==> src/rtl/debounce_multi.sv <==
// rtl/debounce_multi.sv - N-channel push-button synchroniser, debouncer, long-press and auto-repeat
module debounce_multi #(
  parameter int N_BTN           = 4,
  parameter int ACTIVE_LOW      = 1,
  parameter int DEBOUNCE_CYCLES = 1000000,
  parameter int LONG_CYCLES     = 24000000,
  parameter int REPEAT_EN       = 1,
  parameter int REPEAT_CYCLES   = 4800000
) (
  input  logic             i_clk,
  input  logic             i_rst_n,
  input  logic [N_BTN-1:0] i_btn,
  output logic [N_BTN-1:0] o_level,
  output logic [N_BTN-1:0] o_press,
  output logic [N_BTN-1:0] o_release,
  output logic [N_BTN-1:0] o_long,
  output logic [N_BTN-1:0] o_repeat
);

  localparam int CW       = $clog2(DEBOUNCE_CYCLES + 1);
  localparam int HOLD_MAX = (LONG_CYCLES > REPEAT_CYCLES) ? LONG_CYCLES : REPEAT_CYCLES;
  localparam int HW       = $clog2(HOLD_MAX + 1);

  localparam logic [CW-1:0] DB_LAST   = CW'(DEBOUNCE_CYCLES - 1);
  localparam logic [HW-1:0] LONG_LAST = HW'(LONG_CYCLES - 1);
  localparam logic [HW-1:0] REP_LAST  = HW'(REPEAT_CYCLES - 1);
  // Raw pin level that means "not pressed"; the synchroniser resets to it
  localparam logic          RAW_IDLE  = (ACTIVE_LOW != 0);

  typedef enum logic [1:0] {
    ST_RELEASED,
    ST_HELD,
    ST_REPEAT,
    ST_LATCHED
  } state_t;

  for (genvar g = 0; g < N_BTN; g++) begin : g_ch
    logic          s1;
    logic          s2;
    logic          sync_p;
    logic          level;
    logic          press_p;
    logic          rel_p;
    logic          long_p;
    logic          repeat_p;
    logic          flip;
    logic          rise;
    logic          fall;
    logic [CW-1:0] cnt;
    logic [HW-1:0] hcnt;
    state_t        state;

    // Pressed = 1 regardless of pin polarity
    assign sync_p = (ACTIVE_LOW != 0) ? ~s2 : s2;
    // Level flips on the edge where the disagreement has lasted DEBOUNCE_CYCLES clocks
    assign flip   = (sync_p != level) && (cnt == DB_LAST);
    assign rise   = flip & sync_p;
    assign fall   = flip & ~sync_p;

    // Two-flop synchroniser for the asynchronous pin
    always_ff @(posedge i_clk or negedge i_rst_n) begin
      if (!i_rst_n) begin
        s1 <= RAW_IDLE;
        s2 <= RAW_IDLE;
      end else begin
        s1 <= i_btn[g];
        s2 <= s1;
      end
    end

    // Stable-time counter; press/release pulses coincide with the first cycle of the new level
    always_ff @(posedge i_clk or negedge i_rst_n) begin
      if (!i_rst_n) begin
        cnt     <= '0;
        level   <= 1'b0;
        press_p <= 1'b0;
        rel_p   <= 1'b0;
      end else begin
        press_p <= rise;
        rel_p   <= fall;
        if (sync_p == level) begin
          cnt <= '0;
        end else if (flip) begin
          level <= sync_p;
          cnt   <= '0;
        end else begin
          cnt <= cnt + CW'(1);
        end
      end
    end

    // Hold FSM: long-press then optional auto-repeat; a release wins over a same-cycle pulse
    always_ff @(posedge i_clk or negedge i_rst_n) begin
      if (!i_rst_n) begin
        state    <= ST_RELEASED;
        hcnt     <= '0;
        long_p   <= 1'b0;
        repeat_p <= 1'b0;
      end else begin
        long_p   <= 1'b0;
        repeat_p <= 1'b0;
        if (fall) begin
          state <= ST_RELEASED;
          hcnt  <= '0;
        end else begin
          case (state)
            ST_RELEASED: begin
              hcnt <= '0;
              if (rise) state <= ST_HELD;
            end
            ST_HELD: begin
              if (hcnt == LONG_LAST) begin
                long_p <= 1'b1;
                hcnt   <= '0;
                if (REPEAT_EN != 0) state <= ST_REPEAT;
                else                state <= ST_LATCHED;
              end else begin
                hcnt <= hcnt + HW'(1);
              end
            end
            ST_REPEAT: begin
              if (hcnt == REP_LAST) begin
                repeat_p <= 1'b1;
                hcnt     <= '0;
              end else begin
                hcnt <= hcnt + HW'(1);
              end
            end
            ST_LATCHED: begin
              hcnt <= '0;
            end
            default: begin
              state <= ST_RELEASED;
              hcnt  <= '0;
            end
          endcase
        end
      end
    end

    assign o_level[g]   = level;
    assign o_press[g]   = press_p;
    assign o_release[g] = rel_p;
    assign o_long[g]    = long_p;
    assign o_repeat[g]  = repeat_p;
  end

endmodule

==> config.mk <==
export PLATFORM = sky130hd
export DESIGN_NAME = debounce_multi
export DESIGN_NICKNAME = d
export VERILOG_FILES = /design/src/rtl/debounce_multi.sv
export SDC_FILE = /design/constraint.sdc
export NUM_CORES = 1
export LEC_CHECK = 0
export CAP_MARGIN = 10
export CORE_MARGIN = 5
export CORE_UTILIZATION = 60
export CTS_CLUSTER_DIAMETER = 200
export DETAILED_ROUTE_END_ITERATION = 8
export PLACE_DENSITY = 0.78
export SLEW_MARGIN = 30
export SYNTH_ARGS = -nofsm -noshare
export SYNTH_HDL_FRONTEND = slang
export SYNTH_SLANG_ARGS = --single-unit
==> constraint.sdc <==
create_clock -name i_clk -period 4.7 [get_ports i_clk]
set_input_delay 1.175 -clock i_clk [delete_from_list [all_inputs] [get_ports i_clk]]
set_output_delay 1.175 -clock i_clk [all_outputs]
set_load 0.005 [all_outputs]
; ---- Word level (Yosys, flattened, before mapping)
; Cells that the tools add are included.
[op_classes]
n_eq_ne = 40
n_addsub = 8
div_mod_pow = 0
n_reduce_logical = 24
shifts = 0
bitwise_logic = 16
mul = 0
n_lt_le_gt_ge = 0
muxes = 64
[op_table]
columns = cell, count
row1 = 2-to-1 mux 25 bit, 12
row2 = one-hot mux 25 bit (3 select lines), 4
row3 = 2-to-1 mux 20 bit, 8
row4 = adder 25 x 1 -> 25 bit (second input constant), 4
row5 = == test 25 x 23 -> 1 bit (second input constant), 4
row6 = == test 25 bit (second input constant), 4
row7 = adder 20 x 1 -> 20 bit (second input constant), 4
row8 = == test 20 bit (second input constant), 4
row9 = 2-to-1 mux 1 bit, 24
row10 = 2-to-1 mux 2 bit, 12
row11 = != test 3 bit (second input constant), 8
row12 = == test 2 bit (second input constant), 8
row13 = one-hot mux 2 bit (2 select lines), 4
row14 = AND reduction 3 bit, 4
row15 = nonzero test 3 bit, 4
row16 = bitwise AND 1 bit, 8
row17 = == test 2 x 1 -> 1 bit (second input constant), 4
row18 = logical NOT 2 bit, 4
row19 = inverter 1 bit, 8
row20 = AND reduction 2 bit, 4
row21 = OR reduction 2 bit, 4
row22 = == test 1 bit, 4
row23 = logical AND 1 bit, 4
row24 = != test 1 bit, 4
[totals]
mem_bits_rw = 0
mem_count = 0
input_bits = 6
latch_bits = 0
register_bits = 216
output_inout_bits = 20
romBits = 0

; ---- Logic depth before layout (Yosys ltp)
; Gate-level depths: netlist (run 1).
[depth]
depth_word = 7
depth_mapped = 9
mapped_depth_nobuf = 6

; ---- Least setup slack after synthesis (run 1)
; No wires, ideal clock.
[synth_timing]
path_kind = flip-flop to flip-flop
startpoint = reg g_ch[3].hcnt[20]
endpoint = reg g_ch[3].hcnt[10]
path_stages_with_launch = 7
setup_slack_ns = 2.586
period_less_slack_ns = 2.114
arrival_time_ns = 1.995
path_cell_list = dfrtp_1 -> or4_1 -> or4_4 -> o311ai_1 -> a21o_2 -> buf_6 -> nor2_1
[synth_between]
elab_chain_len = 4
elab_cells_between_ends = 6
[synth_rtl]
columns = element, line_no
row1 = "start, declared", 50  ; logic [HW-1:0] hcnt;
row2 = "start signal, assigned", 118  ; hcnt <= hcnt + HW'(1);
row3 = "start signal, assigned", 126  ; hcnt <= hcnt + HW'(1);
row4 = == test 25 x 23 -> 1 bit / == test 25 bit (equally long branches), "122, 112"
row5 = 2-to-1 mux 25 bit (on tied branches), "122, 112"
row6 = one-hot mux 25 bit (3 select lines) (*), 106  ; case (state)
row7 = 2-to-1 mux 25 bit (*), 102  ; if (fall) begin
; Every way passes the cells marked *; elsewhere a longest branch is shown, timed or not.
; A chain may end at the register's enable or synchronous reset.

; ---- Worst setup path in the final report (run 1)
[layout_timing]
startpoint = reg g_ch[1].level
endpoint = out o_level[1]
[layout_lines]
columns = element, line_no
row1 = "start, declared", 41  ; logic level;
row2 = "start signal, assigned", 84  ; level <= sync_p;
row3 = "end, declared", 13  ; output logic [N_BTN-1:0] o_level,
; No word-level cell between the ends.

==> results of run 1 <==
==> flip-flops by register name, summed over array words and instances, names as in the netlist <==
name	count
g_ch.press_p	4
g_ch.cnt	80
g_ch.s1	4
g_ch.repeat_p	4
g_ch.rel_p	4
g_ch.long_p	4
g_ch.level	4
g_ch.hcnt	100
g_ch.s2	4
g_ch.state	8
==> worst max-delay path by stage <==
stage	slack, ns	cells after the start	endpoint
2_1_floorplan	2.59	6	g_ch[3].hcnt[10]$_DFF_PN0_
3_3_place_gp	2.09	5	g_ch[1].hcnt[16]$_DFF_PN0_
3_5_place_dp	1.99	5	g_ch[1].hcnt[9]$_DFF_PN0_
4_1_cts	1.96	5	g_ch[0].hcnt[0]$_DFF_PN0_
5_1_grt	1.90	1	o_level[1]
6_report	1.99	1	o_level[1]
==> report_power, final <==
group | internal [W] | total (W) | leakage, nW | switching [W]
combinational | 0.0000188 | 0.0000717 | 1.32 | 0.0000529
clock | 0.00125 | 0.00199 | 0.414 | 0.000744
sequential | 0.00187 | 0.00189 | 2.98 | 0.0000130
total | 0.00314 | 0.00395 | 4.72 | 0.000810
==> cell usage in the layout, fill, tap and decap left out, types with 2 or more instances in the layout <==
master / netlist / routed
a311oi_1: 2 / 2
clkbuf_8: 0 / 4
clkbuf_16: 0 / 23
nor4_1: 13 / 11
ha_1: 8 / 8
nor4b_1: 6 / 6
nor3b_1: 5 / 5
or3_1: 4 / 4
nor3_1: 56 / 55
inv_6: 0 / 2
nand4_1: 52 / 52
nand4b_1: 3 / 3
nand2_1: 65 / 65
a21oi_1: 9 / 9
xor2_1: 106 / 106
or3b_2: 2 / 2
nor4_2: 2 / 4
dfrtp_1: 208 / 208
or4_1: 5 / 5
inv_1: 24 / 24
nand2b_1: 5 / 5
clkdlybuf4s50_1: 0 / 24
nor4bb_1: 3 / 3
and2_1: 8 / 8
dfstp_2: 8 / 8
and4_1: 20 / 20
bufinv_16: 0 / 5
o21ai_0: 2 / 2
o311ai_1: 2 / 2
xnor2_1: 61 / 61
clkinvlp_4: 0 / 3
nor2_1: 191 / 190
clkinv_2: 0 / 3
nor2b_1: 3 / 3
and3_1: 33 / 33
nand3_1: 80 / 80
==> synth_stat cells, types with 5 or more instances <==
cell | number | area [sq um]
nand2_1 | 65 | 244
clkbuf_1 | 11 | 41.3
or4_1 | 5 | 37.5
nor4b_1 | 6 | 52.6
nor3_1 | 56 | 280
xnor2_1 | 61 | 534
and4_1 | 20 | 175
xor2_1 | 106 | 928
nor4_1 | 13 | 81.3
a21oi_1 | 9 | 45.0
dfrtp_1 | 208 | 5200
nand2b_1 | 5 | 31.3
and3_1 | 33 | 206
nor2_1 | 191 | 717
nand3_1 | 80 | 400
buf_4 | 22 | 165
and2_1 | 8 | 50.1
dfstp_2 | 8 | 210
nor3b_1 | 5 | 37.5
ha_1 | 8 | 100
inv_1 | 24 | 90.1
nand4_1 | 52 | 325
buf_2 | 6 | 30.0
==> metrics by stage <==
| stage | power [W] | std cells |
|---|---|---|
| 2_1_floorplan | 0.00194 | 1046 |
| 3_3_place_gp | 0.00199 | 1256 |
| 3_5_place_dp | 0.00199 | 1256 |
| 4_1_cts | 0.00399 | 1298 |
| 5_1_grt | 0.00409 | 1299 |
| 6_report | 0.00395 | 1299 |
==> kinds of logic after synthesis <==
family	count (synthesis)
DFF	216
xor gates and xnor gates	167
AOI/OAI and AO/OA	28
adders and majority gates	8
buffers and inverters	66
and+or+nand+nor	561
==> routing by layer <==
| metal | part of all wire, % | vias to the layer above | GRT usage, % |
|---|---|---|---|
| met5 | 0 | - | 0 |
| met4 | 1.4 | 0 | 4.39 |
| met3 | 3.2 | 29 | 3.10 |
| met2 | 48 | 99 | 31.8 |
| met1 | 47 | 3591 | 27.5 |
| li1 | - | 3615 | - |
==> layout make-up <==
class,count,area [sq um],area share [%]
flip-flops and latches,216,5420,46.7
multi-input cells,764,4640,40.0
clock buffers,27,631,5.44
repair buffers,28,310,2.68
well taps,225,282,2.43
clock inverters,15,225,1.94
inverters,24,90.1,0.777
==> results_dict.tcl, run 1 <==
set metrics [dict create \
    synth_cells 1046 \
    timing.rr.end "g_ch[2].hcnt[17]$_DFF_PN0_" \
    die_y_microns 141 \
    cp_slowest_cell "clkdlybuf4s50_1" \
    final_area_sq_um 11600 \
    crit_arrival_ns 1.54 \
    fin_skew_ns 0.0206 \
    routed-via-count 7334 \
    preCtsSetupSlack_ns 1.99 \
    grt-ovfl-total 0 \
    min_from "g_ch[1].s1$_DFF_PN1_" \
    report.final.slew_viol_count 0 \
    cts_hold_buf 0 \
    yosysUniqueCellTypes 52 \
    grtUsageTotal_pct 19.4 \
    clk_path_buf_depth 3 \
    route.detailed.drc 0 \
    leakagePower_nw 4.72 \
    setup_tns_ns 0 \
    hp-class "reg2reg" \
    antenna_found_initial 0 \
    ff2ff_path_depth 5 \
    place.gp.congestion 0.810 \
    routedWlPerCell_microns 14.5 \
    crit_required_ns 3.52 \
    fin_crit_ns 2.71 \
    maxCapViolCount 0 \
    dr.pass1.iters 4 \
    n_antenna_cell 0 \
    core_sq_um 17100 \
    cts_max_level 1 \
    slew_headroom_pct 40.9 \
    grt_pass1_wl_microns 33700 \
    cts_setup_buffers 0 \
    ys_seq_elements 216 \
    cts_resized 0 \
    seq_area_frac_synth_pct 52.2 \
    startpoint_type "flop" \
    critPathKind "reg2out" \
    synthArstFlopShare_pct 100 \
    synthAdderAreaFrac_pct 0.966 \
    synth-xor-area-share_pct 14.1 \
    rrSetupSlack_ns 2.12 \
    syn_area_per_cell_sq_um 9.91 \
    cpPeakStageDelay_ns 0.56 \
    die-area_sq_um 20000 \
    timing.rr.start "g_ch[2].hcnt[17]$_DFF_PN0_" \
    cts_buffers 23 \
    cts_root_buf "clkbuf_16" \
    fin_ws_ns 1.99 \
    synth_edf_count 0 \
    hold_end "g_ch[1].s2$_DFF_PN1_" \
    port_buffers 25 \
    tightestPinTransition_ns 0.887 \
    drt_iter0_drc 463 \
    power.density_nw_per_um2 341 \
    cp_top_family "buffers and inverters" \
    syn-num-nets 1060 \
    cp_cell_sequence "clkdlybuf4s50_1" \
    netlist_area_sq_um 10400 \
    grt_pass1_vias 7331 \
    dominantRegCellSynth "dfrtp_1" \
    clk_pin_slew_ns 0.06 \
    cts_num_sinks 216 \
    status "finished, final reports clean" \
    fmax_ghz 0.369 \
    hold_violations 0 \
    muxShareOfSynthArea_pct 0 \
    yosys_warnings 0 \
    setup_viol 0 \
    whs_path_depth 0 \
    clk_latency_ns 0.51 \
    wirelength_microns 18900 \
    cts_tree "done" \
    final_core_util_pct 67.7 \
    area_growth_pct 11.8 \
    rsz0062_at_grt "false" \
    row_count 48 \
    ant_nets 0 \
    synth_compound_area_share_pct 1.98 \
    fillCellCount 1293 \
    worst-path-buf-inv 1 \
    synthSimpleGateAreaFrac_pct 27.3 \
    synth_top_family_by_area "simple AND/OR/NAND/NOR gates" \
    grt_max_degree 133 \
    detail_route.vias_per_cell 5.65 \
    endpoint_kind "output pin" \
    hpwl_microns 12100 \
    fin_crit_sh_pct 57.7 \
    initial_core_util_pct 60.6 \
    fp.dieW_microns 141 \
    placed_area_sq_um 10700 \
    vdd_drop_max_mv 0.280 \
    final_layout_size_suffix_gt1_share_pct 6.33 \
    num-nets-final 1071 \
    startpoint "g_ch[1].level$_DFFE_PN0P_" \
    crit_path_max_fanout 7 \
    ios 26 \
    holdWs_ns 0.352 \
]
Note: power is estimated with default switching activity, not from simulation.
==> inputs of run 2 (changes only) <==
Clock period 4.7 ns to 2.8 ns, I/O delays scaled along.
==> run 2 against run 1 <==
Net effect:
- cell area about the same
- critical endpoint is now g_ch[3].hcnt[2]$_DFF_PN0_
- worst hold slack worse by 0.21 ns
- sequential power up 68%
- clock power up 64%
- non-clock buffer count up 9
- final cell count up 0.69%
- routed wire length down 0.77%
- global-route usage up 0.20 points
- largest power group unchanged
- combinational power up 73%
- sequential cell count unchanged
==> results_dict.tcl, run 2 (synthesized netlist as in run 1, its figures left out) <==
set metrics [dict create \
    status "finished, final reports clean" \
    tightestPinTransition_ns 0.729 \
    cts_max_level 1 \
    cp_cell_sequence "or4_1 -> or4_4 -> o311ai_1 -> a21o_2 -> nor2_1" \
    num-nets-final 1080 \
    antenna_found_initial 0 \
    grtUsageTotal_pct 19.6 \
    grt-ovfl-total 0 \
    fp.dieW_microns 141 \
    cts_setup_buffers 0 \
    fillCellCount 1319 \
    crit_required_ns 3.17 \
    clk_latency_ns 0.51 \
    final_layout_size_suffix_gt1_share_pct 6.56 \
    detail_route.vias_per_cell 5.62 \
    initial_core_util_pct 60.6 \
    wirelength_microns 18800 \
    power.density_nw_per_um2 565 \
    cts_tree "done" \
    setup_viol 0 \
    largest_register_ffs 100 \
    ant_nets 0 \
    core_sq_um 17100 \
    hold_violations 0 \
    cp_slowest_cell "or4_1" \
    maxCapViolCount 0 \
    routedWlPerCell_microns 14.3 \
    final_common_cell "dfrtp_1" \
    cts_root_buf "clkbuf_16" \
    row_count 48 \
    cts_num_sinks 216 \
    timing.rr.start "g_ch[3].hcnt[15]$_DFF_PN0_" \
    clk_pin_slew_ns 0.06 \
    cts_resized 0 \
    rsz0062_at_grt "false" \
    cts_hold_buf 0 \
    crit_arrival_ns 2.74 \
    slew_headroom_pct 51.0 \
    fin_crit_sh_pct 84.8 \
    vdd_drop_max_mv 0.678 \
    place.gp.congestion 0.817 \
    fin_skew_ns 0.0162 \
    endpoint_kind "flop" \
    grt_pass1_wl_microns 33800 \
    holdWs_ns 0.143 \
    grt_pass1_vias 7503 \
    crit_path_max_fanout 25 \
    top_regs "g_ch.hcnt x100, g_ch.cnt x80, g_ch.state x8" \
    hpwl_microns 12200 \
    rrSetupSlack_ns 0.43 \
    ios 26 \
    routed-via-count 7349 \
    grt_max_degree 70 \
    drt_iter0_drc 340 \
    fin_crit_ns 2.37 \
    startpoint_type "flop" \
    setup_tns_ns 0 \
    die_y_microns 141 \
    fmax_ghz 0.421 \
    top_register "g_ch.hcnt" \
    dr.pass1.iters 4 \
    n_antenna_cell 0 \
    ff2ff_path_depth 5 \
    clk_path_buf_depth 3 \
    route.detailed.drc 0 \
    cts_buffers 23 \
    port_buffers 25 \
    cpPeakStageDelay_ns 0.50 \
    die-area_sq_um 20000 \
    report.final.slew_viol_count 0 \
    timing.rr.end "g_ch[3].hcnt[2]$_DFF_PN0_" \
    area_growth_pct 11.9 \
    hp-class "in2async" \
    leakagePower_nw 4.75 \
    final_cell_mix "208 x dfrtp_1, 190 x nor2_1, 106 x xor2_1" \
    critPathKind "reg2reg" \
]
-- run 2: through the flow --
step | worst slack [ns] | std cells | cell area, sq um | utilization [%] | total power, W
3_5_place_dp | 0.411 | 1266 | 10800 | 62.9 | 0.00335
5_1_grt | 0.244 | 1308 | 11600 | 67.8 | 0.00677
6_report | 0.426 | 1308 | 11600 | 67.8 | 0.00655
4_1_cts | 0.405 | 1308 | 11600 | 67.8 | 0.00663
2_1_floorplan | 0.686 | 1046 | 10400 | - | 0.00326
3_3_place_gp | 0.486 | 1266 | 10800 | 62.9 | 0.00335
-- run 2: worst max-delay path by stage --
| stage | slack (ns) | start | to | cells past startpoint |
|---|---|---|---|---|
| 2_1_floorplan | 0.69 | g_ch[3].hcnt[20]$_DFF_PN0_ | g_ch[3].hcnt[10]$_DFF_PN0_ | 6 |
| 3_3_place_gp | 0.49 | g_ch[3].hcnt[20]$_DFF_PN0_ | g_ch[3].hcnt[3]$_DFF_PN0_ | 5 |
| 3_5_place_dp | 0.41 | g_ch[3].hcnt[15]$_DFF_PN0_ | g_ch[3].hcnt[2]$_DFF_PN0_ | 5 |
| 4_1_cts | 0.41 | g_ch[3].hcnt[15]$_DFF_PN0_ | g_ch[3].hcnt[2]$_DFF_PN0_ | 5 |
| 5_1_grt | 0.24 | g_ch[1].cnt[12]$_DFF_PN0_ | g_ch[1].cnt[19]$_DFF_PN0_ | 5 |
| 6_report | 0.43 | g_ch[3].hcnt[15]$_DFF_PN0_ | g_ch[3].hcnt[2]$_DFF_PN0_ | 5 |
-- run 2: area by class of cell --
type	count	area (sq um)	share of cell area, %
clock buffers	29	628	5.42
inverters	24	90.1	0.777
flip-flops and latches	216	5420	46.7
well taps	225	282	2.43
multi-input cells	764	4600	39.7
repair buffers	37	383	3.30
clock inverters	13	201	1.74
-- run 2: routing by layer --
layer / routed length, microns / up-vias / global-route usage (%)
li1: - / 3618 / -
met4: 444 / 0 / 5.76
met2: 8890 / 110 / 32.6
met3: 692 / 44 / 3.07
met1: 8720 / 3577 / 26.9
met5: 0 / - / 0
-- run 2: worst max-delay path, delay by kind of cell (launching register included) --
kind | cells | cell delay (ns)
flops | 1 | 0.41
compound gates | 2 | 0.77
simple gates | 3 | 1.05
-- run 2: report_power, final --
group | switching, W | total (W) | internal (W) | leakage (nW)
Sequential | 0.0000216 | 0.00317 | 0.00315 | 2.98
Combinational | 0.0000906 | 0.000124 | 0.0000335 | 1.37
Clock | 0.00120 | 0.00326 | 0.00205 | 0.400
Total | 0.00132 | 0.00655 | 0.00523 | 4.75
==> inputs of run 3 (changes only) <==
Clock period 2.8 ns to 2.45 ns, I/O delays scaled along.
==> run 3 against run 2 <==
Net effect:
- the run now ends with negative hold slack left
- sequential cell count stayed put
- combinational power is 18% higher
- via count is 1.4% higher
- final cell count is 0.84% higher
- power is 15% higher
- die area stayed put
- routed wire length is 2.7% higher
- register-to-register slack worse by 0.17 ns
- critical endpoint is now g_ch[3].hcnt[23]$_DFF_PN0_
- global-route usage is 0.29 points higher
- sequential share of layout area is 0.52 points lower
- sequential power is 14% higher
==> results_dict.tcl, run 3 (synthesized netlist as in run 1, its figures left out) <==
set metrics [dict create \
    maxCapViolCount 0 \
    n_antenna_cell 0 \
    cts_hold_buf 0 \
    num-nets-final 1091 \
    place.gp.congestion 0.800 \
    grt_max_degree 71 \
    final_common_cell "dfrtp_1" \
    die-area_sq_um 20000 \
    cts_tree "done" \
    routedWlPerCell_microns 14.6 \
    routed-via-count 7449 \
    hpwl_microns 12400 \
    fillCellCount 1313 \
    cts_num_sinks 216 \
    top_regs "g_ch.hcnt x100, g_ch.cnt x80, g_ch.state x8" \
    critPathKind "reg2reg" \
    dr.pass1.iters 4 \
    final_cell_mix "208 x dfrtp_1, 190 x nor2_1, 106 x xor2_1" \
    holdWs_ns -0.00637 \
    power.density_nw_per_um2 644 \
    vdd_drop_max_mv 0.591 \
    fin_crit_ns 2.19 \
    clk_path_buf_depth 3 \
    grt_pass1_vias 7393 \
    final_core_util_pct 68.5 \
    wirelength_microns 19300 \
    port_buffers 25 \
    cts_max_level 1 \
    cts_root_buf "clkbuf_16" \
    clk_latency_ns 0.51 \
    startpoint_type "flop" \
    tightestPinTransition_ns 0.673 \
    drt_iter0_drc 437 \
    largest_register_ffs 100 \
    grtUsageTotal_pct 19.9 \
    cpPeakStageDelay_ns 0.51 \
    crit_arrival_ns 2.58 \
    detail_route.vias_per_cell 5.65 \
    hp-class "in2async" \
    cp_slowest_cell "or4_1" \
    route.detailed.drc 0 \
    rsz0062_at_grt "false" \
    initial_core_util_pct 60.6 \
    leakagePower_nw 4.84 \
    crit_path_max_fanout 25 \
    fin_crit_sh_pct 89.5 \
    cts_setup_buffers 0 \
    die_y_microns 141 \
    report.final.slew_viol_count 0 \
    fmax_ghz 0.456 \
    slew_headroom_pct 55.0 \
    core_sq_um 17100 \
    ios 26 \
    fin_skew_ns 0.0117 \
    top_register "g_ch.hcnt" \
    violations "negative hold slack" \
    setup_tns_ns 0 \
    area_growth_pct 13.2 \
    cp_cell_sequence "or4_1 -> or4_4 -> o311ai_1 -> a21o_2 -> buf_12 -> nor2_1" \
    final_layout_size_suffix_gt1_share_pct 7.31 \
    endpoint_kind "flop" \
    clk_pin_slew_ns 0.06 \
    cts_buffers 24 \
    ant_nets 0 \
    cts_resized 0 \
    grt-ovfl-total 0 \
    antenna_found_initial 0 \
    setup_viol 0 \
    crit_required_ns 2.84 \
    hold_violations 1 \
    row_count 48 \
    fp.dieW_microns 141 \
    status "finished with violations" \
    grt_pass1_wl_microns 34100 \
]
## run 3: layout make-up
type	count	area [sq um]	area share, %
Sequential cell	216	5420	46.2
Clock buffer	34	699	5.96
Clock inverter	9	149	1.27
Timing Repair Buffer	47	495	4.22
Inverter	24	90.1	0.768
Multi-Input combinational cell	764	4600	39.2
Tap cell	225	282	2.40
## run 3: metrics by stage
| stage | cell area [sq um] | hold slack [ns] | setup WS [ns] | instances | power (W) |
|---|---|---|---|---|---|
| finish | 11700 | -0.00637 | 0.258 | 1319 | 0.00755 |
| global route | 11700 | 0.0187 | 0.133 | 1319 | 0.00782 |
| CTS | 11700 | 0.00182 | 0.243 | 1319 | 0.00765 |
| detailed placement | 10900 | 0.347 | 0.246 | 1276 | 0.00384 |
| global placement | 10900 | 0.346 | 0.303 | 1276 | 0.00383 |
| floorplan | 10400 | 0.317 | 0.336 | 1046 | 0.00372 |
## run 3: critical path: cells and delay by family (launching register included)
family	cells	cell delay [ns]
AO/OA/AOI/OAI	2	0.50
buffers and inverters	1	0.16
flip-flops	1	0.39
AND/OR/NAND/NOR	3	1.02
## run 3: final timing paths
check	from	end	slack (ns)	cells after the start
hold reg to reg	g_ch[1].s1$_DFF_PN1_	g_ch[1].s2$_DFF_PN1_	0.35	0
setup / recovery	g_ch[3].hcnt[20]$_DFF_PN0_	g_ch[3].hcnt[23]$_DFF_PN0_	0.26	6
hold / removal	i_rst_n	g_ch[3].hcnt[23]$_DFF_PN0_	-0.006	1
min in group i_clk	g_ch[1].s1$_DFF_PN1_	g_ch[1].s2$_DFF_PN1_	0.35	0
max in group asynchronous	i_rst_n	g_ch[0].s2$_DFF_PN1_	1.70	2
setup reg to reg	g_ch[3].hcnt[20]$_DFF_PN0_	g_ch[3].hcnt[23]$_DFF_PN0_	0.26	6
## run 3: power by group
part	switching [W]	internal (W)
sequential	0.0000249	0.00360
clock	0.00138	0.00240
combinational	0.000105	0.0000404
total	0.00151	0.00604
## run 3: per-layer routing
| metal | up-vias | GRT usage [%] | part of all wire (%) |
|---|---|---|---|
| met4 | 0 | 5.56 | 2.2 |
| li1 | 3643 | - | - |
| met5 | - | 0 | 0 |
| met1 | 3646 | 27.8 | 46 |
| met3 | 35 | 3.24 | 3.6 |
| met2 | 125 | 32.5 | 48 |
